## config.mk

```make
export PLATFORM = sky130hd
export DESIGN_NAME = instr_encoder
export DESIGN_NICKNAME = d
export VERILOG_FILES = /design/src/rtl/instr_encoder.sv
export SDC_FILE = /design/constraint.sdc
export NUM_CORES = 1
export LEC_CHECK = 0
export CORE_ASPECT_RATIO = 0.5
export CORE_MARGIN = 8
export CORE_UTILIZATION = 35
export CTS_BUF_LIST = sky130_fd_sc_hd__clkbuf_8 sky130_fd_sc_hd__clkbuf_16
export DETAILED_ROUTE_END_ITERATION = 16
export GPL_ROUTABILITY_DRIVEN = 0
export PLACE_DENSITY = 0.59
export SLEW_MARGIN = 20
export SYNTH_ARGS = -nofsm -noshare
export SYNTH_HDL_FRONTEND = slang
export SYNTH_SLANG_ARGS = --single-unit
export TNS_END_PERCENT = 50
```

## constraint.sdc

```tcl
create_clock -name clk -period 3.5 [get_ports clk]
set_input_delay 0.875 -clock clk [delete_from_list [all_inputs] [get_ports clk]]
set_output_delay 0.875 -clock clk [all_outputs]
set_load 0.05 [all_outputs]
```

## src/rtl/instr_encoder.sv

```systemverilog
// instr_encoder: two-stage RV32I field-to-word encoder with range checks and word-address tagging
module instr_encoder #(
    parameter int ADDR_W = 10,
    parameter int BASE_ADDR = 0
) (
    input  logic              clk,
    input  logic              rst,
    input  logic              in_valid,
    output logic              in_ready,
    input  logic [2:0]        in_format,
    input  logic [6:0]        in_opcode,
    input  logic [4:0]        in_rd,
    input  logic [4:0]        in_rs1,
    input  logic [4:0]        in_rs2,
    input  logic [2:0]        in_funct3,
    input  logic [6:0]        in_funct7,
    input  logic [31:0]       in_imm,
    output logic              out_valid,
    input  logic              out_ready,
    output logic [31:0]       out_instr,
    output logic [ADDR_W-1:0] out_addr,
    output logic              out_err,
    output logic [2:0]        out_err_code,
    output logic              wrapped
);
    localparam logic [2:0] F_U = 3'd0, F_J = 3'd1, F_B = 3'd2, F_I = 3'd3, F_S = 3'd4, F_R = 3'd5;
    logic              s1_valid, s1_advance;
    logic [2:0]        s1_format, s1_funct3, s1_code;
    logic [6:0]        s1_opcode, s1_funct7;
    logic [4:0]        s1_rd, s1_rs1, s1_rs2;
    logic [31:0]       s1_imm, s1_instr;
    logic [ADDR_W-1:0] addr;
    logic              ok12, ok13, ok21, misal, range_bad;
    assign s1_advance = !out_valid || out_ready;
    assign in_ready   = !s1_valid || s1_advance;
    assign out_addr   = addr;
    // sign-extension checks: the bits above the field's sign bit must all match it
    assign ok12 = &s1_imm[31:11] | ~|s1_imm[31:11];
    assign ok13 = &s1_imm[31:12] | ~|s1_imm[31:12];
    assign ok21 = &s1_imm[31:20] | ~|s1_imm[31:20];
    assign misal = ((s1_format == F_B || s1_format == F_J) && s1_imm[0])
                || (s1_format == F_U && |s1_imm[11:0]);
    assign range_bad = ((s1_format == F_I || s1_format == F_S) && !ok12)
                    || (s1_format == F_B && !ok13)
                    || (s1_format == F_J && !ok21);
    assign s1_code = s1_format > F_R ? 3'd1 :
                     s1_opcode[1:0] != 2'b11 ? 3'd4 :
                     misal ? 3'd3 :
                     range_bad ? 3'd2 : 3'd0;
    always_comb begin
        s1_instr = '0;
        case (s1_format)
            F_R: s1_instr = {s1_funct7, s1_rs2, s1_rs1, s1_funct3, s1_rd, s1_opcode};
            F_I: s1_instr = {s1_imm[11:0], s1_rs1, s1_funct3, s1_rd, s1_opcode};
            F_S: s1_instr = {s1_imm[11:5], s1_rs2, s1_rs1, s1_funct3, s1_imm[4:0], s1_opcode};
            F_B: s1_instr = {s1_imm[12], s1_imm[10:5], s1_rs2, s1_rs1, s1_funct3, s1_imm[4:1], s1_imm[11], s1_opcode};
            F_U: s1_instr = {s1_imm[31:12], s1_rd, s1_opcode};
            F_J: s1_instr = {s1_imm[20], s1_imm[10:1], s1_imm[11], s1_imm[19:12], s1_rd, s1_opcode};
            default: s1_instr = '0;
        endcase
    end
    always_ff @(posedge clk) begin
        if (rst) begin
            s1_valid     <= 1'b0;
            out_valid    <= 1'b0;
            out_instr    <= '0;
            out_err      <= 1'b0;
            out_err_code <= '0;
            addr         <= ADDR_W'(BASE_ADDR);
            wrapped      <= 1'b0;
        end else begin
            if (in_ready) s1_valid <= in_valid;
            if (in_valid && in_ready) begin
                s1_format <= in_format;
                s1_opcode <= in_opcode;
                s1_rd     <= in_rd;
                s1_rs1    <= in_rs1;
                s1_rs2    <= in_rs2;
                s1_funct3 <= in_funct3;
                s1_funct7 <= in_funct7;
                s1_imm    <= in_imm;
            end
            if (s1_advance) out_valid <= s1_valid;
            if (s1_advance && s1_valid) begin
                out_instr    <= s1_code != 3'd0 ? 32'h0 : s1_instr;
                out_err      <= s1_code != 3'd0;
                out_err_code <= s1_code;
            end
            // error records keep their address so the next good word reuses it
            if (out_valid && out_ready && !out_err) begin
                addr <= addr + ADDR_W'(1);
                if (&addr) wrapped <= 1'b1;
            end
        end
    end
endmodule

```

== After elaboration in Yosys (flattened, before gate mapping) ==
Index checks and enable logic that the tools add are counted.

* Bits of input ports: 71
* Output and inout bits: 49
* Flip-flop bits (word level): 116

* Bitwise operators: 4
* Multiplexer cells: 6
* Reduce and logical (&&, ||, !) cells: 36
* Eq/ne operators: 6
* Add/sub/neg operators: 1
* $lt $le $gt $ge: 1

{| class="wikitable"
|+ Operators by type and width
! kind !! count
|-
| 32-bit case mux with 6 select lines || 1
|-
| 32-bit 2-to-1 mux || 1
|-
| 12-bit OR reduction || 2
|-
| 21-bit AND reduction || 1
|-
| 21-bit OR reduction || 1
|-
| 20-bit AND reduction || 1
|-
| 20-bit OR reduction || 1
|-
| 12-bit AND reduction || 1
|-
| 11-bit AND reduction || 1
|-
| 10-bit by 1-bit adder with 10-bit output (second input constant) || 1
|-
| 1-bit logical AND || 9
|-
| 1-bit zero test || 9
|-
| 1-bit logical OR || 7
|-
| 3-bit by 2-bit equality test with 1-bit output (second input constant) || 2
|-
| 3-bit equality test (second input constant) || 2
|-
| 3-bit 2-to-1 mux || 2
|-
| 2-bit 2-to-1 mux || 2
|-
| 3-bit by 1-bit equality test with 1-bit output (second input constant) || 1
|-
| 3-bit greater-than comparator (second input constant) || 1
|-
| 3-bit zero test || 1
|-
| 1-bit bitwise OR || 3
|-
| 3-bit nonzero test || 1
|-
| 2-bit != test (second input constant) || 1
|-
| 2-bit AND reduction || 1
|-
| 1-bit NOT || 1
|}

== Logic depth before layout (Yosys ltp) ==
* Depth after elaboration: 13
* Gate-level depth with buffers: 9
* Gate-level depth less buffers: 6

== Worst setup path before layout ==
OpenSTA, ideal clock, no wires.

* Kind: input to register
* From: input port out_ready
* To: register s1_format[0] (enable)
* Required time: 3.067 ns
* Cell stages on the path: 3
* Buffers on the path: 0
* Path slack: 0.064 ns
* Data arrival time: 3.004 ns
* Path through: nor2b_2 > nand2_1 > and3b_1

* Longest elaborated chain between the ends: 4

{| class="wikitable"
|+ RTL lines
! element !! line !! RTL
|-
| start: declaration || 19 || <nowiki>input logic out_ready,</nowiki>
|-
| 1-bit logical OR || 34 || <nowiki>assign s1_advance = !out_valid || out_ready;</nowiki>
|-
| 1-bit logical OR || 35 || <nowiki>assign in_ready = !s1_valid || s1_advance;</nowiki>
|-
| named net in_ready || 9 || <nowiki>output logic in_ready,</nowiki>
|-
| 1-bit logical AND || 73 || <nowiki>if (in_valid && in_ready) begin</nowiki>
|-
| 2-bit AND reduction (no source line) || - ||
|-
| end signal: assignment || 74 || <nowiki>s1_format <= in_format;</nowiki>
|-
| end: declaration || 28 || <nowiki>logic [2:0] s1_format, s1_funct3, s1_code;</nowiki>
|}

The timed path passes the listed nets, and every way through them passes these cells.
A chain may end at the register's enable or synchronous reset.

== Worst setup path in the final report ==
* From: input port out_ready
* To: output port in_ready

* Longest elaborated chain between the ends: 2

{| class="wikitable"
|+ RTL lines
! element !! line
|-
| 1-bit logical OR || 34
|-
| 1-bit logical OR || 35
|-
| end: declaration || 9
|}

Every way passes these cells.

==> run summary <==
WL/cell = 17.6 µm
Async SR Flop Fraction = 0
drc violations = 0
post-synthesis sequential area ratio = 0.654
Arr. time, crit path = 1.83 ns
Tot Pwr = 3.43 mW
switching share of power = 0.216
postcts setup bufs = 0
worst hold slack = 0.460 ns
Post-synth EDFFs = 67
Ports = 120
RSZ-0062 raised after global routing = false
Clock power frac = 0.488
worst setup path class = input pin to output pin
Clock Tree Root = clkbuf_16
Vias/cell = 4.97
grt ovf = 0
Sequential Area = 0.00299 mm²
Fmax achieved = 0.370 GHz
Worst Setup Start Kind = input pin
P_int = 2.69 mW
Slew HR = 0.554
largest area contributor in the netlist = edfxtp_1
count of cell types in the netlist = 45
Pre-antenna DRT Iters = 4
Mapped Area = 0.00458 mm²
row count = 29
Worst Skew = 0.00754 ns
CTS buffer count = 17
WL final = 11.8 mm
critical path's slowest cell = clkdlybuf4s50_1
r2r startpoint = s1_imm[20]
CTS Sinks = 116
final hold vios = 0
maximum fanout along the worst path = 5
hold bufs inserted after CTS = 0
fin util = 0.515
Crit. End Element = output pin
first-pass GRT wire length = 18.2 mm
syn_area_per_cell = 12.7 µm²
min cycle time layout = 2.70 ns
initial antenna violation count = 0
Reg-to-Reg End = out_instr[16]
hold path start = out_err_code[2]
Crit path required time = 2.62 ns
DP HPWL = 8.49 mm
worst reg2reg setup slack = 0.98 ns
post_cts resized = 0
Finish-stage setup viols = 0
Setup TNS = 0 ns
crit-path leading delay family = buffers and inverters
area of the multi-input gates = 0.00146 mm²
Fillers = 1123
Switch Pwr = 0.741 mW
Iteration-0 DRC Markers = 250
Final Cycle Share = 0.772
Yosys reg bits = 116
CTS Buffer Depth = 2
Initial Util = 0.360
Die X = 178 µm
YS warnings = 0
pin count of the biggest net entering global routing = 68
clk_lat worst skew = 0.40 ns
crit-path cells = clkdlybuf4s50_1 -> nor2b_2 -> nand2_1 -> buf_4
P per Cell Area = 525 mW/mm²
# nets final = 560
Clock transition at path regs = 0.05 ns
layout cell share with drive strength beyond 1 = 0.104
H-tree depth = 4
Worst Hold Path EP = out_err_code[2]
CTS tree = yes
power share of the sequential group = 0.444
P&R area growth vs syn = 43.0%
dominant synthesized flop cell = edfxtp_1
worst hold-check path type = flip-flop to flip-flop
Core Area = 0.0127 mm²
Die Area = 0.0172 mm²
status = completed
Die H = 96.9 µm
biggest cell delay along the critical path = 0.44 ns
Port Buf Inserts = 119
Gate power share = 0.068
worst r2r path cells = 7
Worst Hold Path Cells = 2
Slew Limit Fails = 0
Global Route Usage Sum = 0.135
vias in the first global route = 3318
Buf+Inv Stages, Crit Path = 2
Peak VDD IR = 0.266 mV
worst-margin pin slew = 0.668 ns
cells taking the most area after synthesis = edfxtp_1 44%, dfxtp_1 21%, a22o_1 5.9%, mux2i_1 3.9%, nor2_1 2.7%
syn_nets = 431
post-synth top area share = 0.440
max_cap viols = 0
Vias = 3333
Detail Route Antenna Nets = 0
Leakage = 2.36 nW
Ant. Diodes = 0
Mapped Cells = 359
==> per-stage QoR <==
step / std cells / setup slack, ns / instance area, µm²
floorplan: 359 / 0.0637 / 4580
global placement: 639 / 0.569 / 5960
detailed placement: 639 / 0.543 / 5960
CTS: 671 / 0.798 / 6550
global route: 671 / 0.737 / 6550
finish: 671 / 0.799 / 6550
==> state kept, by name (all words and copies together), names as in the netlist <==
register,flops
out_addr,10
s1_valid,1
wrapped,1
s1_rd,5
s1_format,3
out_instr,32
s1_imm,32
s1_rs1,5
out_err_code,3
out_valid,1
s1_funct3,3
s1_funct7,7
s1_rs2,5
s1_opcode,7
out_err,1
==> logic make-up (layout without fill, tap and decap cells) <==
| logic type | Yosys count | count (layout) | synth area share |
|---|---|---|---|
| AO/OA/AOI/OAI | 95 | 95 | 0.150 |
| XOR/XNOR | 7 | 7 | 0.0134 |
| buffers and inverters | 20 | 162 | 0.0282 |
| flip-flops | 116 | 116 | 0.654 |
| adder cells (fa/ha/maj) | 1 | 1 | 0.00273 |
| AND/OR/NAND/NOR | 101 | 101 | 0.108 |
| multiplexers | 19 | 19 | 0.0443 |
==> metal layers <==
metal  up-vias  track usage  share of wire
met1      1599        0.175           0.46
met5         -            0              0
met2        90        0.209           0.48
li1       1638            -              -
met3         6       0.0349          0.055
met4         0       0.0580         0.0088
==> worst reg2reg max path: cells and delay by family, from the launching register on <==
kind,cells,cell delay (ns)
buffers and inverters,1,0.25
AOI/OAI and AO/OA,2,0.38
DFF,1,0.51
and+or+nand+nor,4,1.32
==> power by group through the flow <==
stage | Sequential (mW) | Combinational, mW | Clock (mW)
2_1_floorplan | 1.56 | 0.0951 | 0
3_3_place_gp | 1.55 | 0.232 | 0
3_5_place_dp | 1.55 | 0.234 | 0
4_1_cts | 1.52 | 0.235 | 1.71
5_1_grt | 1.53 | 0.251 | 1.77
6_report | 1.52 | 0.234 | 1.68
==> synth_stat cells, drive strengths merged, types with 2 or more instances <==
library cell,count
edfxtp,67
nor3,3
o21a,2
dfxtp,49
and3,4
clkbuf,8
o211ai,2
a21oi,11
o21ai,24
buf,11
nand4,6
and3b,2
nor4,8
a22o,31
nand2b,2
a21o,2
nand3,4
mux2i,18
nand2,29
xor2,6
o221a,5
or3,3
a22oi,8
o22ai,4
nor2,33
nor2b,4
==> worst max-delay path by stage <==
stage,start,end,depth (start not counted)
after CTS,out_ready,in_ready,4
after floorplan,out_ready,s1_format[0],3
after global routing,out_ready,in_ready,4
after global placement,out_ready,out_instr[19],8
after detailed placement,out_ready,out_instr[16],8
final,out_ready,in_ready,4
==> cell type report <==
cell class / count / share of cell area
timing repair buffer: 129 / 0.197
multi-input combinational: 223 / 0.223
clock inverter: 9 / 0.00726
inverter: 1 / 0.000573
clock buffer: 23 / 0.0828
tap: 170 / 0.0325
sequential: 116 / 0.457
==> cells in the final DEF (no fill, tap or decap), drive strengths merged, types with 7 or more instances in the layout <==
cell | Yosys | layout
a22oi | 8 | 8
nand2 | 29 | 29
clkinv | 1 | 7
nor2 | 33 | 33
clkdlybuf4s50 | 0 | 118
dfxtp | 49 | 49
o21ai | 24 | 24
a22o | 31 | 31
mux2i | 18 | 18
clkbuf | 8 | 23
nor4 | 8 | 8
edfxtp | 67 | 67
buf | 11 | 11
a21oi | 11 | 11
No activity file was read; power rests on OpenSTA's default activity.
